===== config.mk =====
export PLATFORM = sky130hd
export DESIGN_NAME = task_answer_arbiter
export DESIGN_NICKNAME = d
export VERILOG_FILES = /design/src/rtl/task_pkg.sv /design/src/rtl/task_answer_rr_picker.sv /design/src/rtl/task_answer_arbiter.sv
export SDC_FILE = /design/constraint.sdc
export NUM_CORES = 1
export LEC_CHECK = 0
export BUFFER_PORTS_ARGS = -buffer_cell sky130_fd_sc_hd__buf_2
export CORE_MARGIN = 2
export CORE_UTILIZATION = 45
export DETAILED_ROUTE_END_ITERATION = 12
export PLACE_DENSITY = 0.75
export SYNTH_ARGS = -nofsm -noshare
export SYNTH_HDL_FRONTEND = slang
export SYNTH_SLANG_ARGS = --single-unit

===== constraint.sdc =====
create_clock -name i_clk -period 4.08 [get_ports i_clk]
set_clock_uncertainty 0.15 [all_clocks]
set_input_delay 0.816 -clock i_clk [delete_from_list [all_inputs] [get_ports i_clk]]
set_output_delay 0.816 -clock i_clk [all_outputs]
set_load 0.005 [all_outputs]

===== src/rtl/task_pkg.sv =====
// Shared types and defaults for the task answer-path arbiter.
package task_pkg;

  typedef enum logic [0:0] {
    S_IDLE = 1'b0,
    S_XFER = 1'b1
  } task_arb_state_enum;

  localparam int TASK_ARB_N_TASKS     = 4;
  localparam int TASK_ARB_WDOG_CYCLES = 1024;

endpackage


===== src/rtl/task_answer_rr_picker.sv =====
// Round-robin picker: first set request scanning upward from last+1, wrapping.
module task_answer_rr_picker #(
  parameter int N_TASKS = 4,
  parameter int IDX_W   = $clog2(N_TASKS)
) (
  input  logic [N_TASKS-1:0] req,
  input  logic [IDX_W-1:0]   last,
  output logic [N_TASKS-1:0] pick,
  output logic [IDX_W-1:0]   pick_idx
);

  int   j;
  logic found;

  always_comb begin
    pick     = '0;
    pick_idx = '0;
    found    = 1'b0;
    j        = 0;
    for (int i = 1; i <= N_TASKS; i++) begin
      j = int'(last) + i;
      if (j >= N_TASKS) j = j - N_TASKS;
      if (!found && req[j]) begin
        found    = 1'b1;
        pick[j]  = 1'b1;
        pick_idx = IDX_W'(j);
      end
    end
  end

endmodule


===== src/rtl/task_answer_arbiter.sv =====
// Round-robin arbiter sharing the manager answer handshake among task output blocks.
// Optional stall watchdog with o_timeout: define TASK_ARB_WATCHDOG_EN.
module task_answer_arbiter
  import task_pkg::*;
#(
  parameter int N_TASKS     = TASK_ARB_N_TASKS,
  parameter int DATA_W      = 8,
  parameter int SIZE_W      = 12,
  parameter int WDOG_CYCLES = TASK_ARB_WDOG_CYCLES
) (
  input  logic                      i_clk,
  input  logic                      i_rst_n,
  input  logic [N_TASKS-1:0]        i_tanswer_ready,
  input  logic [N_TASKS*DATA_W-1:0] i_tdata,
  input  logic [N_TASKS-1:0]        i_tanswer_data_last,
  input  logic [N_TASKS*SIZE_W-1:0] i_packet_size_in_bytes,
  output logic [N_TASKS-1:0]        o_tmanager_ready,
  input  logic                      i_tmanager_ready,
  output logic                      o_tanswer_ready,
  output logic [DATA_W-1:0]         o_tdata,
  output logic                      o_tanswer_data_last,
  output logic [SIZE_W-1:0]         o_packet_size_in_bytes,
  output logic [N_TASKS-1:0]        o_grant,
  output logic                      o_busy,
`ifdef TASK_ARB_WATCHDOG_EN
  output logic                      o_timeout,
`endif
  output logic                      o_len_err
);

  localparam int IDX_W = $clog2(N_TASKS);

  task_arb_state_enum state_q, state_d;
  logic [IDX_W-1:0]   g_q, r_last;
  logic [SIZE_W-1:0]  r_size, r_beat_cnt, pick_size;
  logic [N_TASKS-1:0] pick;
  logic [IDX_W-1:0]   pick_idx;
  logic               beat, last_beat, wdog_fire;

  task_answer_rr_picker #(.N_TASKS(N_TASKS), .IDX_W(IDX_W)) u_picker (
    .req      (i_tanswer_ready),
    .last     (r_last),
    .pick     (pick),
    .pick_idx (pick_idx)
  );

  always_comb begin
    pick_size = '0;
    for (int k = 0; k < N_TASKS; k++)
      if (pick[k]) pick_size = i_packet_size_in_bytes[k*SIZE_W +: SIZE_W];
  end

`ifdef TASK_ARB_WATCHDOG_EN
  localparam int WD_W = $clog2(WDOG_CYCLES + 1);
  logic [WD_W-1:0] stall_cnt;

  // Fires on the WDOG_CYCLES-th consecutive non-beat cycle of a transfer.
  assign wdog_fire = (state_q == S_XFER) && !beat && (stall_cnt == WD_W'(WDOG_CYCLES - 1));
  assign o_timeout = wdog_fire;

  always_ff @(posedge i_clk) begin
    if (!i_rst_n || state_q != S_XFER || beat) stall_cnt <= '0;
    else                                      stall_cnt <= stall_cnt + 1'b1;
  end
`else
  assign wdog_fire = 1'b0;
`endif

  // Output mux is one-hot AND-OR on the registered grant; grant is 0 outside S_XFER.
  always_comb begin
    state_d                = state_q;
    o_tanswer_ready        = 1'b0;
    o_tdata                = '0;
    o_tanswer_data_last    = 1'b0;
    o_tmanager_ready       = '0;
    o_packet_size_in_bytes = '0;
    for (int k = 0; k < N_TASKS; k++) begin
      if (o_grant[k] && state_q == S_XFER) begin
        o_tanswer_ready     = i_tanswer_ready[k];
        o_tdata             = i_tdata[k*DATA_W +: DATA_W];
        o_tanswer_data_last = i_tanswer_data_last[k];
        o_tmanager_ready[k] = i_tmanager_ready;
      end
    end
    beat      = o_tanswer_ready && i_tmanager_ready;
    last_beat = beat && o_tanswer_data_last;
    case (state_q)
      S_IDLE: if (|i_tanswer_ready) state_d = S_XFER;
      S_XFER: begin
        o_packet_size_in_bytes = r_size;
        if (last_beat || wdog_fire) state_d = S_IDLE;
      end
      default: state_d = S_IDLE;
    endcase
  end

  always_ff @(posedge i_clk) begin
    if (!i_rst_n) begin
      state_q    <= S_IDLE;
      o_grant    <= '0;
      g_q        <= '0;
      r_last     <= IDX_W'(N_TASKS - 1);
      r_size     <= '0;
      r_beat_cnt <= '0;
      o_len_err  <= 1'b0;
      o_busy     <= 1'b0;
    end else begin
      state_q <= state_d;
      o_busy  <= (state_d == S_XFER);
      if (state_q == S_IDLE) begin
        if (|i_tanswer_ready) begin
          o_grant    <= pick;
          g_q        <= pick_idx;
          r_size     <= pick_size;
          r_beat_cnt <= '0;
        end
      end else begin
        if (beat) r_beat_cnt <= r_beat_cnt + 1'b1;
        if (last_beat && (r_beat_cnt + SIZE_W'(1) != r_size)) o_len_err <= 1'b1;
        if (last_beat || wdog_fire) begin
          r_last  <= g_q;
          o_grant <= '0;
        end
      end
    end
  end

endmodule


-- Word-level counts from Yosys, hierarchy flattened
Cells that the tools add are included.
- add/sub/neg operators: 9
- $lt $le $gt $ge: 12
- equal/unequal tests: 3
- mux-type cells: 65
- bitwise logic cells: 4
- reductions and logical operators: 24
- operator list (operator ; number):
    $ge A32 B1 Y1 const B ; 4
    $ge A32 B4 Y1 const B ; 4
    $lt A32 B4 Y1 const B ; 4
    $mux W32 ; 4
    $sub A32 B4 Y32 const B ; 4
    $mux W12 ; 8
    $mux W8 ; 4
    $mux W1 ; 29
    $mux W4 ; 7
    $logic_and A1 B1 Y1 ; 14
    $add A12 B1 Y12 const B ; 1
    $ne A12 B12 Y1 ; 1
    $or A4 B4 Y4 ; 3
    $reduce_and A2 Y1 ; 5
    $bmux W1 S2 ; 4
    $demux W1 S2 ; 4
    $mux W2 ; 4
    $add A2 B2 Y3 const B ; 2
    $add A2 B3 Y4 const B ; 1
    $ne A2 B1 Y1 const B ; 2
    $reduce_or A4 Y1 ; 1
    $add A2 B1 Y3 const B ; 1
    $logic_not A1 Y1 ; 3
    $pmux W1 S2 ; 1
    other kinds (2) ; 2
- bits in registers: 34
- bits of input ports: 91
- output and inout port bits: 32
- word-level logic and storage cells: 124

-- Depth between registers and ports, before layout
Gate-level depths: netlist of run 1.
- depth after elaboration: 20
- depth in mapped cells: 12
- mapped depth without buffers: 8

-- Hierarchy
From an unflattened synthesis of run 1, not the netlist that was laid out.
- cells, all modules: 402
- area, all modules: 3012.9 sq um
- by module, submodules not included (module ; times used ; cells an instance ; area each (sq um)):
    task_answer_arbiter ; 1 ; 346 ; 2544.9
    task_answer_rr_picker ; 1 ; 56 ; 467.9

-- Worst setup path before layout of run 1
Ideal clock, no wire load.
- path kind: register to register
- from: reg r_last[0]
- to: reg r_size[3]
- library setup time: 0.117 ns
- arrival time: 2.844 ns
- required time: 3.813 ns
- setup slack: 0.969 ns
- cell stages (with the launch flop): 12
- path buffers: 3
- clock period less this slack: 3.111 ns
- cell sequence: dfxtp_1 buf_4 inv_1 ha_1 clkbuf_1 mux2_2 a221o_1 a21o_1 buf_2 o21ai_1 nand4_1 a22o_1
- cells in the longest elaborated chain, start to end: 20
- elaborated cells on any way between the ends: 68
- ends and longest elaborated chain (what ; RTL line ; text):
    start: declaration ; task_answer_arbiter.sv:34 ; logic [IDX_W-1:0] g_q, r_last;
    start signal: assignment ; task_answer_arbiter.sv:102 ; r_last <= IDX_W'(N_TASKS - 1);
    start signal: assignment ; task_answer_arbiter.sv:121 ; r_last <= g_q;
    branches (longest 15 deep; another with $sub A32 B4 Y32) ; n/a ;
    $mux W4 (*) ; task_answer_rr_picker.sv:23 ; if (!found && req[j]) begin
    $mux W12 (3 in a row) ; task_answer_arbiter.sv:50 ; if (pick[k]) pick_size = i_packet_size_in_bytes[k*SIZE_W +: SIZE_W];
    $mux W12 (*) ; task_answer_arbiter.sv:50 ;
    end signal: assignment ; task_answer_arbiter.sv:114 ; r_size <= pick_size;
    end: declaration ; task_answer_arbiter.sv:35 ; logic [SIZE_W-1:0] r_size, r_beat_cnt, pick_size;
Every way passes the cells marked *. The select of a mux whose other input is x is not followed.
A chain may end at the register's enable or synchronous reset.

-- Final worst setup path of run 1
- from: reg r_last[1]
- to: reg r_size[10]
The elaborated chain is that of the path after synthesis.

==> results_dict.tcl, run 1 <==
set metrics [dict create \
    antenna_found_initial 0 \
    hold_buffers 0 \
    rows 31 \
    grt-ovfl-total 0 \
    multiInputGateArea_um2 2470 \
    drc 0 \
    nFillCells 763 \
    ctsLongestPathBuffers 2 \
    syn_avg_cell_area_um2 7.28 \
    worst_pin_slew_ns 0.971 \
    gp_congestion 0.915 \
    status "finished, final reports clean" \
    p_int_uw 676 \
    cts-root-buf "clkbuf_8" \
    setup.worst_path.class "reg2reg" \
    cts.sinks 34 \
    via_per_inst 6.03 \
    io_pins 123 \
    cts_buffers 5 \
    finalHoldViolCount 0 \
    yosys_warnings 0 \
    synth_edf_count 0 \
    p_seq_frac 0.382 \
    fin_nets 660 \
    drive_above_1_share 0.280 \
    cp-start-kind "register" \
    core-area_um2 7290 \
    setup_viol 0 \
    grt.total_usage 0.258 \
    clk_pin_slew_ns 0.07 \
    ir_worst_vdd_v 0.000132 \
    p_leak_uw 0.00177 \
    grt_max_degree 37 \
    layout_common_cells "buf_2, nand2_1, a21oi_1, dfxtp_1, o21ai_0" \
    fin_crit_ns 3.19 \
    cts_setup_buffers 0 \
    power_frac_comb 0.318 \
    crit_arrival_ns 3.23 \
    final_common_cell "buf_2" \
    synth_ff_type "dfxtp_1" \
    power_density_nw_per_um2 243 \
    ant_nets 0 \
    area_growth_pct 21.2 \
    relSlewSlack 0.351 \
    diodes 0 \
    ys_types 57 \
    cts_tree "built" \
    first_pass_iters 5 \
    p_sw_uw 325 \
    utilization 0.564 \
    first_iter_violations 318 \
    worstPathMaxFanout 13 \
    sw_frac_of_total 0.325 \
    avgRoutedWirePerCell_um 16.7 \
    timing.final.crit_share 0.782 \
    syn-num-nets 566 \
    initial_core_util 0.466 \
    grt_pass1_vias 3629 \
    die_w_um 90.9 \
    syn-cell-area_um2 3390 \
    ys_ff_latch 34 \
    cts-htree-levels 2 \
    portBuffers 122 \
    die_area_um2 8250 \
    die_h_um 90.9 \
    tns_ns 0 \
    fmax_mhz 313 \
    final-seq-area_um2 681 \
    dp_hpwl_mm 8.17 \
    syn_inst 466 \
    slew_viol_final 0 \
    yosysSeqAreaShare 0.201 \
    clock_latency_ns 0.29 \
    cp-end-kind "register" \
    num_vias 3981 \
    maxCapViolCount 0 \
    wl_mm 11.1 \
    rsz0062_at_grt "false" \
    critPathRequiredTime_ns 4.12 \
    cts_resized 0 \
    grt_pass1_wl_mm 17.9 \
    p_clk_frac 0.300 \
    synthArstFlopShare 0 \
    holdCritPathClass "reg2reg" \
]
[per-stage QoR]
| step | cells | power [uW] | hold slack [ns] | instance area [um^2] | setup WS [ns] |
|---|---|---|---|---|---|
| 6_report | 660 | 1000 | 0.328 | 4110 | 0.888 |
| 3_5_place_dp | 652 | 702 | 0.314 | 4000 | 0.931 |
| 3_3_place_gp | 652 | 696 | 0.295 | 4000 | 1.04 |
| 4_1_cts | 660 | 999 | 0.329 | 4110 | 0.919 |
| 2_1_floorplan | 466 | 588 | 0.287 | 3390 | 0.969 |
| 5_1_grt | 660 | 1050 | 0.343 | 4110 | 0.711 |
[critical path: stages, from the launching register on]
cell	delay [ns]
dfxtp_1	0.55
inv_1	0.23
ha_1	0.50
mux2_2	0.37
a221o_1	0.37
a21o_1	0.33
o21ai_0	0.23
nand4_1	0.13
a22o_1	0.23
[routing by layer]
metal  vias to the layer above  global-route usage  wire, um
met5                         -                   0         0
met4                         0              0.0707       198
met3                        19              0.0384       746
met2                       160               0.407      5140
met1                      1879               0.367      4970
li1                       1923                   -         -
[sequential cells by signal (all words and copies together), names as in the netlist]
register and count:
r_beat_cnt 12, r_size 12, o_grant 4, g_q 2
r_last 2, o_len_err 1, state_q 1
[cells by family (layout without fill, tap and decap cells)]
| group | after synthesis | after routing | share of synthesized area |
|---|---|---|---|
| and+or+nand+nor | 174 | 174 | 0.257 |
| adders and majority gates | 9 | 9 | 0.0332 |
| AOI/OAI and AO/OA | 170 | 170 | 0.361 |
| buffers and inverters | 56 | 151 | 0.0722 |
| DFF | 34 | 34 | 0.201 |
| xor gates and xnor gates | 12 | 12 | 0.0310 |
| muxes | 11 | 11 | 0.0450 |
[cell usage after synthesis, types with 3 or more instances]
master | instances | area (um^2)
a211oi_1 | 4 | 30.0
a21oi_1 | 37 | 185
a221o_1 | 9 | 90.1
a221oi_2 | 3 | 45.0
a22o_1 | 12 | 105
a311oi_1 | 3 | 26.3
a31oi_1 | 4 | 25.0
and2_1 | 15 | 93.8
and3b_1 | 3 | 26.3
and4_1 | 3 | 26.3
buf_2 | 7 | 35.0
buf_4 | 5 | 37.5
clkbuf_1 | 32 | 120
dfxtp_1 | 34 | 681
ha_1 | 9 | 113
inv_1 | 10 | 37.5
mux2_2 | 4 | 45.0
mux2i_1 | 4 | 40.0
mux4_2 | 3 | 67.6
nand2_1 | 58 | 218
nand2b_1 | 12 | 75.1
nand3_1 | 19 | 95.1
nand3b_1 | 3 | 22.5
nand4_1 | 16 | 100
nor2_1 | 29 | 109
nor2b_1 | 5 | 31.3
o2111a_1 | 12 | 135
o211ai_1 | 28 | 210
o21ai_0 | 30 | 150
o21ai_1 | 9 | 45.0
xnor2_1 | 8 | 70.1
xor2_1 | 4 | 35.0
[path summary, 6_finish.rpt]
kind,end,from,slack (ns),cells after the start
worst max-delay path,r_size[10],r_last[1],0.89,8
worst min register to register,g_q[0],g_q[0],0.33,2
worst max register to register,r_size[10],r_last[1],0.89,8
worst min-delay path,g_q[0],g_q[0],0.33,2
[cell type report]
type,instances,area share
multi-input cells,376,0.600
repair buffers,133,0.168
flip-flops and latches,34,0.165
well taps,99,0.0301
clock buffers,8,0.0268
inverters,10,0.00912
[power groups by stage]
stage | Combinational [uW] | Sequential, uW | Clock [uW]
after floorplan | 213 | 375 | 0
after global placement | 307 | 388 | 0
after detailed placement | 314 | 389 | 0
after CTS | 315 | 381 | 303
after global routing | 350 | 385 | 316
final | 319 | 382 | 301
No activity file was read; power rests on OpenSTA's default activity.
==> run 2: changes to the inputs <==
Clock period 4.08 ns to 3 ns, I/O delays scaled along.
==> results_dict.tcl, run 2 (synthesis results as in run 1) <==
set metrics [dict create \
    hold_buffers 0 \
    power_density_nw_per_um2 332 \
    cp-end-kind "register" \
    slowest_delay_ns 0.52 \
    num_vias 4005 \
    regToRegStartpoint "r_last[1]" \
    grt-ovfl-total 0 \
    whs_ns 0.323 \
    crit_path_cell_trace "inv_1 > ha_2 > mux2_2 > a221o_1 > a211oi_4 > o211ai_1 > nand4_1 > a22o_1" \
    r2r_slack_ns 0.13 \
    drive_above_1_share 0.299 \
    ant_nets 0 \
    p_total_uw 1410 \
    setup.worst_path.class "reg2reg" \
    rsz0062_at_grt "false" \
    worstPathMaxFanout 12 \
    hold_path_depth 2 \
    wl_mm 11.0 \
    first_pass_iters 5 \
    worst_r2r_endpoint "r_size[7]" \
    holdCritPathClass "reg2reg" \
    core-area_um2 7290 \
    grt_pass1_wl_mm 17.6 \
    setup_viol 0 \
    holdPathEnd "g_q[0]" \
    drc 0 \
    final_common_cell "buf_2" \
    cp-start-kind "register" \
    grt.total_usage 0.256 \
    cts_tree "built" \
    nFillCells 727 \
    status "finished, final reports clean" \
    layout_common_cells "buf_2, nand2_1, a21oi_1, dfxtp_1, o21ai_0" \
    grt_pass1_vias 3503 \
    critPathRequiredTime_ns 3.09 \
    avgRoutedWirePerCell_um 16.6 \
    top_regs "r_beat_cnt: 12 flops, r_size: 12 flops, o_grant: 4 flops" \
    instances_no_fill 667 \
    initial_core_util 0.466 \
    dp_hpwl_mm 8.38 \
    clk_pin_slew_ns 0.08 \
    first_iter_violations 329 \
    crit_family "compound AO/OA/AOI/OAI gates" \
    die_area_um2 8250 \
    fmax_mhz 348 \
    p_leak_uw 0.00181 \
    fin_crit_ns 2.87 \
    worst_pin_slew_ns 0.724 \
    die_w_um 90.9 \
    gp_congestion 0.911 \
    ir_worst_vdd_v 0.000178 \
    cpMaxStageDelayCell "a211oi_4" \
    die_h_um 90.9 \
    cts_buffers 5 \
    relSlewSlack 0.516 \
    path_buf_inv 1 \
    io_pins 123 \
    area_growth_pct 24.7 \
    fin_nets 667 \
    clock_latency_ns 0.29 \
    rr_worst_depth 8 \
    antenna_found_initial 0 \
    rows 31 \
    ctsLongestPathBuffers 2 \
    via_per_inst 6.00 \
    diodes 0 \
    cts-root-buf "clkbuf_8" \
    portBuffers 122 \
    placedCellCount 659 \
    path_depth 8 \
    slew_viol_final 0 \
    crit_arrival_ns 2.96 \
    hp-start "g_q[0]" \
    finalHoldViolCount 0 \
    cts-htree-levels 2 \
    cts.sinks 34 \
    maxCapViolCount 0 \
    timing.final.crit_share 0.958 \
    grt_max_degree 34 \
]
## run 2: worst max path at each step
stage	start	to
floorplan	r_last[1]	r_size[3]
global placement	i_tanswer_ready[1]	r_size[8]
detailed placement	i_tanswer_ready[1]	r_size[5]
CTS	r_last[1]	r_size[5]
global route	r_last[1]	r_size[1]
finish	r_last[1]	r_size[7]
## run 2: worst reg2reg max path: stages (launching register included)
cell      delay, ns
dfxtp_1        0.35
inv_1          0.12
ha_2           0.45
mux2_2         0.36
a221o_1        0.42
a211oi_4       0.52
o211ai_1       0.16
nand4_1        0.14
a22o_1         0.14
## run 2: cell type report
class,instances,area [um^2],area share
multi-input cells,376,2490,0.589
repair buffers,140,783,0.185
flip-flops and latches,34,682,0.161
well taps,99,124,0.0293
clock buffers,5,68.8,0.0163
clock inverters,3,45.0,0.0106
inverters,10,37.5,0.00887
## run 2: routing by layer
| metal | GRT usage | routed length [um] |
|---|---|---|
| met5 | 0 | 0 |
| met4 | 0.0593 | 214 |
| met3 | 0.0317 | 650 |
| met2 | 0.413 | 5180 |
| met1 | 0.363 | 5010 |
## run 2: what timing repair did
item | CTS | global route
setup endpoints to repair | 11 | 12
buffers inserted | 0 | 0
pin swaps | 0 | 0
gates cloned | 0 | 0
gates resized for setup | 2 | 4
## run 2: power by group
part	total, uW	internal (uW)	switching (uW)
registers	518	478	39.7
clock network	439	247	192
logic	450	219	231
## run 2: through the flow
step | worst slack, ns | setup TNS [ns] | utilization | cell area, um^2
after detailed placement | -0.0184 | -0.0423 | 0.562 | 4100
after global placement | 0.0612 | 0 | 0.562 | 4100
after CTS | 0.00258 | 0 | 0.579 | 4220
final | 0.126 | 0 | 0.580 | 4230
after floorplan | 0.0372 | 0 | - | 3400
after global routing | 0.000347 | 0 | 0.580 | 4230
